## src/rtl/uart_pkg.sv

```systemverilog
// Shared constants for the UART byte-stream transmitter: FSM encoding,
// frame geometry and the clocks-per-bit derivation.
`timescale 1ns/1ps
package uart_pkg;

  localparam int unsigned DATA_BITS = 8;
  localparam int unsigned BIT_IDX_W = 3;
  localparam int unsigned ST_W      = 3;

  localparam logic [ST_W-1:0] ST_IDLE   = 3'd0;
  localparam logic [ST_W-1:0] ST_START  = 3'd1;
  localparam logic [ST_W-1:0] ST_DATA   = 3'd2;
  localparam logic [ST_W-1:0] ST_PARITY = 3'd3;
  localparam logic [ST_W-1:0] ST_STOP   = 3'd4;

  // Integer division; callers must keep the result >= 2.
  function automatic int unsigned clks_per_bit(input int unsigned clk_hz,
                                               input int unsigned baud);
    return clk_hz / baud;
  endfunction

endpackage

```

## src/rtl/sync_fifo.sv

```systemverilog
// Small synchronous FIFO with first-word-fall-through read data.
// DEPTH must be a power of two; pointers wrap naturally.
`timescale 1ns/1ps
module sync_fifo #(
  parameter int unsigned WIDTH = 8,
  parameter int unsigned DEPTH = 4
) (
  input  logic                     clk,
  input  logic                     rst,
  input  logic                     i_push,
  input  logic [WIDTH-1:0]         i_push_data,
  input  logic                     i_pop,
  output logic [WIDTH-1:0]         o_pop_data,
  output logic                     o_full,
  output logic                     o_empty,
  output logic [$clog2(DEPTH):0]   o_level
);

  localparam int unsigned AW = $clog2(DEPTH);
  localparam int unsigned LW = AW + 1;

  logic [WIDTH-1:0] r_mem [DEPTH];
  logic [AW-1:0]    r_wr_ptr;
  logic [AW-1:0]    r_rd_ptr;
  logic [LW-1:0]    r_level;
  logic             w_push;
  logic             w_pop;

  assign w_push = i_push && !o_full;
  assign w_pop  = i_pop && !o_empty;

  // Pointer and occupancy tracking; contents are discarded on reset.
  always_ff @(posedge clk) begin
    if (rst) begin
      r_wr_ptr <= '0;
      r_rd_ptr <= '0;
      r_level  <= '0;
    end else begin
      if (w_push) r_wr_ptr <= r_wr_ptr + AW'(1);
      if (w_pop)  r_rd_ptr <= r_rd_ptr + AW'(1);
      case ({w_push, w_pop})
        2'b10:   r_level <= r_level + LW'(1);
        2'b01:   r_level <= r_level - LW'(1);
        default: r_level <= r_level;
      endcase
    end
  end

  // Storage write port.
  always_ff @(posedge clk) begin
    if (w_push) r_mem[r_wr_ptr] <= i_push_data;
  end

  assign o_pop_data = r_mem[r_rd_ptr];
  assign o_full     = (r_level == LW'(DEPTH));
  assign o_empty    = (r_level == '0);
  assign o_level    = r_level;

endmodule

```

## src/rtl/uart_tx_stream.sv

```systemverilog
// Byte-stream UART transmitter: buffers IO writes in a FIFO and sends them
// LSB first, back-to-back when more bytes are queued.
// Define UART_PARITY_EN to insert a parity bit (even, or odd with PARITY_ODD=1).
`timescale 1ns/1ps
module uart_tx_stream
  import uart_pkg::*;
#(
  parameter int unsigned CLK_FREQ_HZ = 27000000,
  parameter int unsigned BAUD        = 115200,
  parameter int unsigned FIFO_DEPTH  = 4,
  parameter int unsigned PARITY_ODD  = 0
) (
  input  logic                          clk,
  input  logic                          rst,
  input  logic                          wr_valid,
  input  logic [7:0]                    wr_data,
  output logic                          wr_ready,
  output logic                          busy,
  output logic                          overflow,
  output logic [$clog2(FIFO_DEPTH):0]   fifo_level,
  output logic                          txd
);

  localparam int unsigned CLKS_PER_BIT = clks_per_bit(CLK_FREQ_HZ, BAUD);
  localparam int unsigned CNT_W        = $clog2(CLKS_PER_BIT);
  localparam int unsigned LVL_W        = $clog2(FIFO_DEPTH) + 1;

  logic [ST_W-1:0]      r_state, w_state_nxt;
  logic [CNT_W-1:0]     r_cnt, w_cnt_nxt;
  logic [BIT_IDX_W-1:0] r_idx, w_idx_nxt, w_idx_inc;
  logic [7:0]           r_data, w_data_nxt;
  logic                 r_txd, w_txd_nxt;
  logic                 r_overflow;
  logic                 w_pop_c;
  logic                 w_bit_end;
  logic                 w_full;
  logic                 w_empty;
  logic [7:0]           w_pop_data;
  logic [LVL_W-1:0]     w_level;
  logic                 w_unused;

  sync_fifo #(
    .WIDTH(8),
    .DEPTH(FIFO_DEPTH)
  ) u_fifo (
    .clk        (clk),
    .rst        (rst),
    .i_push     (wr_valid && wr_ready),
    .i_push_data(wr_data),
    .i_pop      (w_pop_c),
    .o_pop_data (w_pop_data),
    .o_full     (w_full),
    .o_empty    (w_empty),
    .o_level    (w_level)
  );

  assign w_bit_end = (r_cnt == CNT_W'(CLKS_PER_BIT - 1));
  assign w_idx_inc = r_idx + BIT_IDX_W'(1);

  // Next-state, bit timing and line value; every state change lands on a bit boundary.
  always_comb begin
    w_state_nxt = r_state;
    w_cnt_nxt   = r_cnt;
    w_idx_nxt   = r_idx;
    w_data_nxt  = r_data;
    w_txd_nxt   = r_txd;
    w_pop_c     = 1'b0;
    if (r_state != ST_IDLE) w_cnt_nxt = w_bit_end ? '0 : r_cnt + CNT_W'(1);
    case (r_state)
      ST_IDLE: begin
        w_txd_nxt = 1'b1;
        w_cnt_nxt = '0;
        if (!w_empty) begin
          w_pop_c     = 1'b1;
          w_data_nxt  = w_pop_data;
          w_txd_nxt   = 1'b0;
          w_state_nxt = ST_START;
        end
      end
      ST_START: begin
        if (w_bit_end) begin
          w_state_nxt = ST_DATA;
          w_idx_nxt   = '0;
          w_txd_nxt   = r_data[0];
        end
      end
      ST_DATA: begin
        if (w_bit_end) begin
          if (r_idx == BIT_IDX_W'(DATA_BITS - 1)) begin
`ifdef UART_PARITY_EN
            w_state_nxt = ST_PARITY;
            w_txd_nxt   = (^r_data) ^ 1'(PARITY_ODD);
`else
            w_state_nxt = ST_STOP;
            w_txd_nxt   = 1'b1;
`endif
          end else begin
            w_idx_nxt = w_idx_inc;
            w_txd_nxt = r_data[w_idx_inc];
          end
        end
      end
`ifdef UART_PARITY_EN
      ST_PARITY: begin
        if (w_bit_end) begin
          w_state_nxt = ST_STOP;
          w_txd_nxt   = 1'b1;
        end
      end
`endif
      ST_STOP: begin
        if (w_bit_end) begin
          if (!w_empty) begin
            w_pop_c     = 1'b1;
            w_data_nxt  = w_pop_data;
            w_txd_nxt   = 1'b0;
            w_state_nxt = ST_START;
          end else begin
            w_txd_nxt   = 1'b1;
            w_state_nxt = ST_IDLE;
          end
        end
      end
      default: begin
        w_state_nxt = ST_IDLE;
        w_cnt_nxt   = '0;
        w_txd_nxt   = 1'b1;
      end
    endcase
  end

  // FSM, shift data and line registers; reset aborts any frame and idles the line.
  always_ff @(posedge clk) begin
    if (rst) begin
      r_state <= ST_IDLE;
      r_cnt   <= '0;
      r_idx   <= '0;
      r_data  <= '0;
      r_txd   <= 1'b1;
    end else begin
      r_state <= w_state_nxt;
      r_cnt   <= w_cnt_nxt;
      r_idx   <= w_idx_nxt;
      r_data  <= w_data_nxt;
      r_txd   <= w_txd_nxt;
    end
  end

  // Sticky flag for writes dropped because the FIFO was full.
  always_ff @(posedge clk) begin
    if (rst) r_overflow <= 1'b0;
    else if (wr_valid && !wr_ready) r_overflow <= 1'b1;
  end

  assign wr_ready   = (w_level != LVL_W'(FIFO_DEPTH));
  assign busy       = (r_state != ST_IDLE) || (w_level != '0);
  assign overflow   = r_overflow;
  assign fifo_level = w_level;
  assign txd        = r_txd;

`ifdef UART_PARITY_EN
  assign w_unused = w_full;
`else
  assign w_unused = w_full ^ 1'(PARITY_ODD);
`endif

endmodule
```

## config.mk

```make
export PLATFORM = sky130hd
export DESIGN_NAME = uart_tx_stream
export DESIGN_NICKNAME = d
export VERILOG_FILES = /design/src/rtl/uart_pkg.sv /design/src/rtl/sync_fifo.sv /design/src/rtl/uart_tx_stream.sv
export SDC_FILE = /design/constraint.sdc
export NUM_CORES = 1
export LEC_CHECK = 0
export BUFFER_PORTS_ARGS = -buffer_cell sky130_fd_sc_hd__clkbuf_2
export CAP_MARGIN = 20
export CORE_ASPECT_RATIO = 0.75
export CORE_UTILIZATION = 35
export DETAILED_ROUTE_END_ITERATION = 8
export GPL_TIMING_DRIVEN = 1
export PLACE_DENSITY = 0.58
export SLEW_MARGIN = 5
export SYNTH_ARGS = -nofsm -noshare
export SYNTH_HDL_FRONTEND = slang
export SYNTH_SLANG_ARGS = --single-unit
export TNS_END_PERCENT = 100
```

## constraint.sdc

```tcl
create_clock -name clk -period 2.62 [get_ports clk]
set_input_delay 0.786 -clock clk [delete_from_list [all_inputs] [get_ports clk]]
set_output_delay 0.786 -clock clk [all_outputs]
set_load 0.01 [all_outputs]
```

# Yosys cells after proc, flatten, opt, wreduce, memory -nomap -nowiden
# Memory sizes are Yosys's and may differ from the RTL's. A register that Yosys moved wholly into a read port is not among the register bits.
# Index checks and enable logic that the tools add are counted.
dict set report word_totals {
  output_inout_bits 7
  mem_count 1
  romBits 0
  ram_bits 32
  latch_bits 0
  register_bits 31
  elab_cells 85
  input_bits 11
}
dict set report classes {
  muxes 31
  n_bitwise 1
  multipliers 0
  n_addsub 6
  div 0
  n_reduce_logical 21
  n_eq_ne 15
  n_lt_le_gt_ge 1
  shifts 0
}
# memory depth word_bits read_ports rd_ports_with_merged_regs write_ports line
set mem_list {}
lappend mem_list {u_fifo.r_mem 4 8 1 1 1 sync_fifo.sv:22} ;# logic [WIDTH-1:0] r_mem [DEPTH];
# operator n
set ops {}
lappend ops {{$mux 3} 8}
lappend ops {{$mux 8} 3}
lappend ops {{$pmux 8 s2} 1}
lappend ops {{$ne 2x2->1 const B} 6}
lappend ops {{$pmux 3 s2} 2}
lappend ops {{$pmux 3 s4} 1}
lappend ops {{$mux 1} 11}
lappend ops {{$eq 3x3->1 const B} 3}
lappend ops {{$add 8x1->8 const B} 1}
lappend ops {{$eq 8x8->1 const B} 1}
lappend ops {{$add 3x1->3 const B} 2}
lappend ops {{$logic_not 3->1} 2}
lappend ops {{$reduce_bool 2->1} 3}
lappend ops {{$reduce_bool 3->1} 2}
lappend ops {{$reduce_and 5->1} 1}
lappend ops {{$add 2x1->2 const B} 2}
lappend ops {{$logic_and 1x1->1} 4}
lappend ops {{$lt 3x4->1 const B} 1}
lappend ops {{$mux 2} 2}
lappend ops {{$pmux 1 s4} 1}
lappend ops {{$reduce_and 4->1} 1}
lappend ops {{$bmux 1 s3} 1}
lappend ops {{$eq 3x1->1 const B} 1}
lappend ops {{$eq 3x2->1 const B} 1}
lappend ops {{12 further kinds} 14}

# Longest topological paths before layout
dict set report depth {
  depth_word 7
  depth_mapped 12
  ltp_nobuf 10
}

# By module
# Synthesis repeated with hierarchy kept, for this count alone.
dict set report hier_totals {
  cells_unflattened 241
  hier_area_um2 2902.8
}
# module area_per_inst_um2 cells_per_inst seq_area_each_um2 instances
set modules_own_cells {}
lappend modules_own_cells {sync_fifo 1635.3 96 1141.1 1}
lappend modules_own_cells {uart_tx_stream 1267.5 145 480.5 1}

# Worst setup path before layout
# No wires, ideal clock.
dict set report synth_timing {
  path_kind {reg2reg}
  start {register r_cnt[1]}
  end {register u_fifo.r_level[2] (netlist: u_fifo.o_level[2])}
  setup_ns 0.071
  arrival_time_ns 2.419
  t_required_ns 2.549
  stages_incl_launch_ff 13
  slack_ns 0.131
  path_cell_list {dfxtp_1 > inv_1 > ha_1 > and4b_1 > buf_6 > a21oi_1 > buf_2 > nor2_1 > ha_1 > fa_1 > xnor2_1 > or3_1 > a21oi_1}
}
dict set report synth_via {
  elab_chain_len 6
}
# item line
set synth_rtl {}
lappend synth_rtl {{from (decl)} uart_tx_stream.sv:29} ;# logic [CNT_W-1:0] r_cnt, w_cnt_nxt;
lappend synth_rtl {{from (signal assigned)} uart_tx_stream.sv:142} ;# r_cnt <= w_cnt_nxt;
lappend synth_rtl {{$eq 8x8->1 *} uart_tx_stream.sv:57} ;# assign w_bit_end = (r_cnt == CNT_W'(CLKS_PER_BIT - 1));
lappend synth_rtl {{$mux 1 *} uart_tx_stream.sv:112} ;# if (w_bit_end) begin
lappend synth_rtl {{$pmux 1 s2 *} uart_tx_stream.sv:69} ;# case (r_state)
lappend synth_rtl {{$logic_and 1x1->1 *} sync_fifo.sv:30} ;# assign w_pop = i_pop && !o_empty;
lappend synth_rtl {{via u_fifo.w_pop} sync_fifo.sv:27} ;# logic w_pop;
lappend synth_rtl {{$eq 2x1->1 or $eq 2x2->1 (tied branches)} sync_fifo.sv:41} ;# case ({w_push, w_pop})
lappend synth_rtl {{$pmux 3 s2 or $reduce_bool 2->1 (tied branches)} -}
lappend synth_rtl {{to (signal assigned)} sync_fifo.sv:42} ;# 2'b10: r_level <= r_level + LW'(1);
lappend synth_rtl {{to (signal assigned)} sync_fifo.sv:43} ;# 2'b01: r_level <= r_level - LW'(1);
lappend synth_rtl {{to (signal assigned)} sync_fifo.sv:44} ;# default: r_level <= r_level;
lappend synth_rtl {{to (decl)} sync_fifo.sv:25} ;# logic [LW-1:0] r_level;
# The timed path passes the listed nets; every way through them passes the cells marked *.
# A chain may end at the register's enable or synchronous reset.

# Worst setup path after layout
# Ends and elaborated chain as after synthesis.

==> impl_metrics.csv <==
group,metric,value,unit
detailed_routing,drtPass1Iterations,4,
pwr,p_leak,1.154,nW
placed_design,gp_congestion,0.7559,
sta,tightest_slew,666.8,ps
yosys,netlist.area_leader.share,33.77,%
sta,post-route-period-util,92.38,%
critical_path,start_kind,"flop",
yosys,seq_area_frac_synth,56.99,%
cells_and_area,fill_cells,768,
pwr,clock_power_share,25.1,%
yosys,synth.net_count,254,
floorplanning,die_area,8498,um2
clock_tree,cts-htree-levels,3,
sta,rsz0062_at_grt,"false",
yosys,synthArstFlopShare,0,%
placed_design,hpwl,3.575,mm
floorplanning,core_area,7883,um2
global_route,grt_max_degree,25,
cells_and_area,register_area,1622,um2
yosys,synth_most_common_cell,"dfxtp_1",
sta,fin_setup_tns,0,ps
critical_path,cpPeakStageDelay,420,ps
critical_path,startpoint,"r_cnt[1]$_SDFFE_PP0P_",
sta,hold_viol_final,0,
sta,period_needed,2420,ps
min_path,hold_path.startpoint,"r_data[7]$_SDFFE_PP0P_",
yosys,netlist_area,2845,um2
yosys,synth_common_cells,"33 x dfxtp_1, 32 x edfxtp_1, 20 x nor2_1",
critical_path,critPathKind,"flop to flop",
detailed_routing,detail_route.wirelength,5.086,mm
yosys,synth_seq_cells,65,
critical_path,crit_buf_inv,1,
placed_design,io_buffers,17,
critical_path,path_cells,"inv_1 -> ha_1 -> and4b_1 -> a21oi_1 -> nor2_1 -> ha_1 -> fa_1 -> xnor2_1 -> or3_1 -> a21oi_1",
cells_and_area,antennaDiodeCount,0,
sta,clock_skew,13.33,ps
clock_tree,ctsHoldBuffers,0,
detailed_routing,drc,0,
critical_path,cp_top_family,"adder cells",
pwr,p_seq_share,46.9,%
pwr,power_frac_comb,28.0,%
global_route,antenna_found_initial,0,
yosys,yosysWarningCount,0,
detailed_routing,via_per_inst,4.934,
clock_tree,clkTransAtPathRegs,70,ps
detailed_routing,ant_nets,0,
yosys,synth.area.top_cells,"edfxtp_1 34%, dfxtp_1 23%, mux4_2 7.9%",
cells_and_area,fin_nets,275,
cells_and_area,syn_to_final_growth,12.62,%
critical_path,worstPathMaxFanout,6,
floorplanning,initial_core_util,36.10,%
placed_design,place_area,3033,um2
pwr,switching_power,969.8,uW
sta,slew_viol_final,0,
floorplanning,die_x,106.1,um
min_path,min_path_type,"flop to flop",
yosys,synth_area_per_cell,12.21,um2
run,cap_viol_max_count,0,
cells_and_area,multi_input_area,1120,um2
clock_tree,insertion_delay,350,ps
sta,setup_viol,0,
global_route,grt_pass1_vias,1764,
clock_tree,postCtsSetupBuffers,0,
clock_tree,clk_root_buffer_cell,"clkbuf_8",
clock_tree,clock-sinks,65,
clock_tree,cts_made_buffers,9,
floorplanning,num_io_pins,18,
clock_tree,cts_resized,0,
clock_tree,cts_tree,"done",
detailed_routing,drt_iter0_markers,81,
global_route,grt_pass1_wl,8.431,mm
critical_path,cp_slowest_cell,"dfxtp_1",
yosys,syn-instance-count,233,
floorplanning,num_rows,28,
pwr,cellPowerDensity,919.8,nW/um2
cells_and_area,stdcell_area,3204,um2
detailed_routing,wl_per_cell,13.97,um
yosys,synth_ff_type,"dfxtp_1",
detailed_routing,vias,1796,
pwr,switching_share,32.90,%
outcome,status,"finished, final reports clean",
critical_path,r2r_start,"r_cnt[1]$_SDFFE_PP0P_",
yosys,yosysTopAreaCell,"edfxtp_1",
sta,slew_headroom,55.30,%
critical_path,critPathArrivalTime,2690,ps
pwr,ir_drop,0.4827,mV
sta,fmax,413.1,MHz
global_route,grt_overflow,0,
critical_path,worstPathRequired,2890,ps
pwr,p_int,1.978,mW
global_route,grtUsageTotal,13.19,%
floorplanning,dieHeight,80.09,um
yosys,synth.distinct_cells,47,
cells_and_area,drive_above_1_share,20.85,%
critical_path,end_kind,"flop",
yosys,synth-edff-count,32,
clock_tree,cts_buffer_depth,2,
==> worst min-delay path, stage by stage (launching register included) <==
cell     delay [ps]
dfxtp_1         310
o21ai_0          60
a21oi_1          60
==> per-layer routing <==
| metal | vias up | share of wire (%) | GRT usage (%) |
|---|---|---|---|
| li1 | 908 | - | - |
| met1 | 849 | 52 | 17.58 |
| met2 | 33 | 42 | 19.09 |
| met3 | 6 | 4.5 | 5.114 |
| met4 | 0 | 1.2 | 5.417 |
| met5 | - | 0 | 0 |
==> final timing paths <==
check                                         to  slack, ps  cells past startpoint
setup / recovery  u_fifo.o_level[2]$_SDFFE_PP0P_        200                     10
hold / removal            r_data[7]$_SDFFE_PP0P_        480                      2
setup reg to reg  u_fifo.o_level[2]$_SDFFE_PP0P_        200                     10
hold reg to reg           r_data[7]$_SDFFE_PP0P_        480                      2
==> cell families after synthesis <==
family | count (synthesis) | synth area share (%)
fa+ha+maj | 10 | 4.661
compound gates | 43 | 9.411
xor+xnor | 11 | 3.386
flops | 65 | 56.99
simple gates | 72 | 13.28
buf+inv | 20 | 3.650
mux | 12 | 8.619
==> state kept, by name, summed over array words and instances, names as in the netlist, named ones only <==
register         flops
overflow             1
r_cnt                8
r_data               8
r_idx                3
r_state              3
txd                  1
u_fifo.o_level       3
u_fifo.r_mem        32
u_fifo.r_rd_ptr      2
u_fifo.r_wr_ptr      2
==> cells in the final DEF (no fill, tap or decap), types with 4 or more instances in the layout <==
| cell type | Yosys | layout |
|---|---|---|
| nor3_1 | 4 | 4 |
| nand3_1 | 10 | 10 |
| nor2_1 | 20 | 20 |
| nand2_1 | 10 | 10 |
| clkbuf_2 | 1 | 17 |
| xor2_1 | 8 | 8 |
| ha_1 | 9 | 9 |
| buf_4 | 0 | 7 |
| a21oi_1 | 13 | 13 |
| mux4_2 | 10 | 10 |
| inv_1 | 6 | 6 |
| and3_1 | 5 | 5 |
| dfxtp_1 | 33 | 33 |
| clkbuf_8 | 0 | 9 |
| or3_1 | 5 | 5 |
| o21ai_0 | 13 | 13 |
| edfxtp_1 | 32 | 32 |
| nand4_1 | 4 | 4 |
==> cell type report <==
class	instances	area share [%]
Sequential cell	65	50.61
Multi-Input combinational cell	148	34.95
Timing Repair Buffer	24	4.295
Tap cell	105	4.100
Clock buffer	10	3.983
Clock inverter	6	1.367
Inverter	6	0.7029
==> power by group through the flow <==
| stage | logic [mW] | registers, mW | clock network [mW] |
|---|---|---|---|
| 4_1_cts | 0.833 | 1.39 | 0.760 |
| 2_1_floorplan | 0.662 | 1.35 | 0 |
| 3_5_place_dp | 0.828 | 1.41 | 0 |
| 6_report | 0.826 | 1.38 | 0.739 |
| 3_3_place_gp | 0.826 | 1.40 | 0 |
| 5_1_grt | 0.925 | 1.41 | 0.797 |
==> per-stage QoR <==
step                      worst slack [ps]  hold WS, ps  total power, mW  util [%]  std cells
final                                199.5        481.8            2.947     40.65        364
after global placement               245.3        465.6            2.229     38.48        348
after floorplan                      130.6        450.6            2.008         -        233
after detailed placement             208.6        470.5            2.238     38.48        348
after CTS                            204.0        479.8            2.979     40.65        364
after global routing                 74.96        496.7            3.130     40.65        364
(Power assumes the default switching activity.)
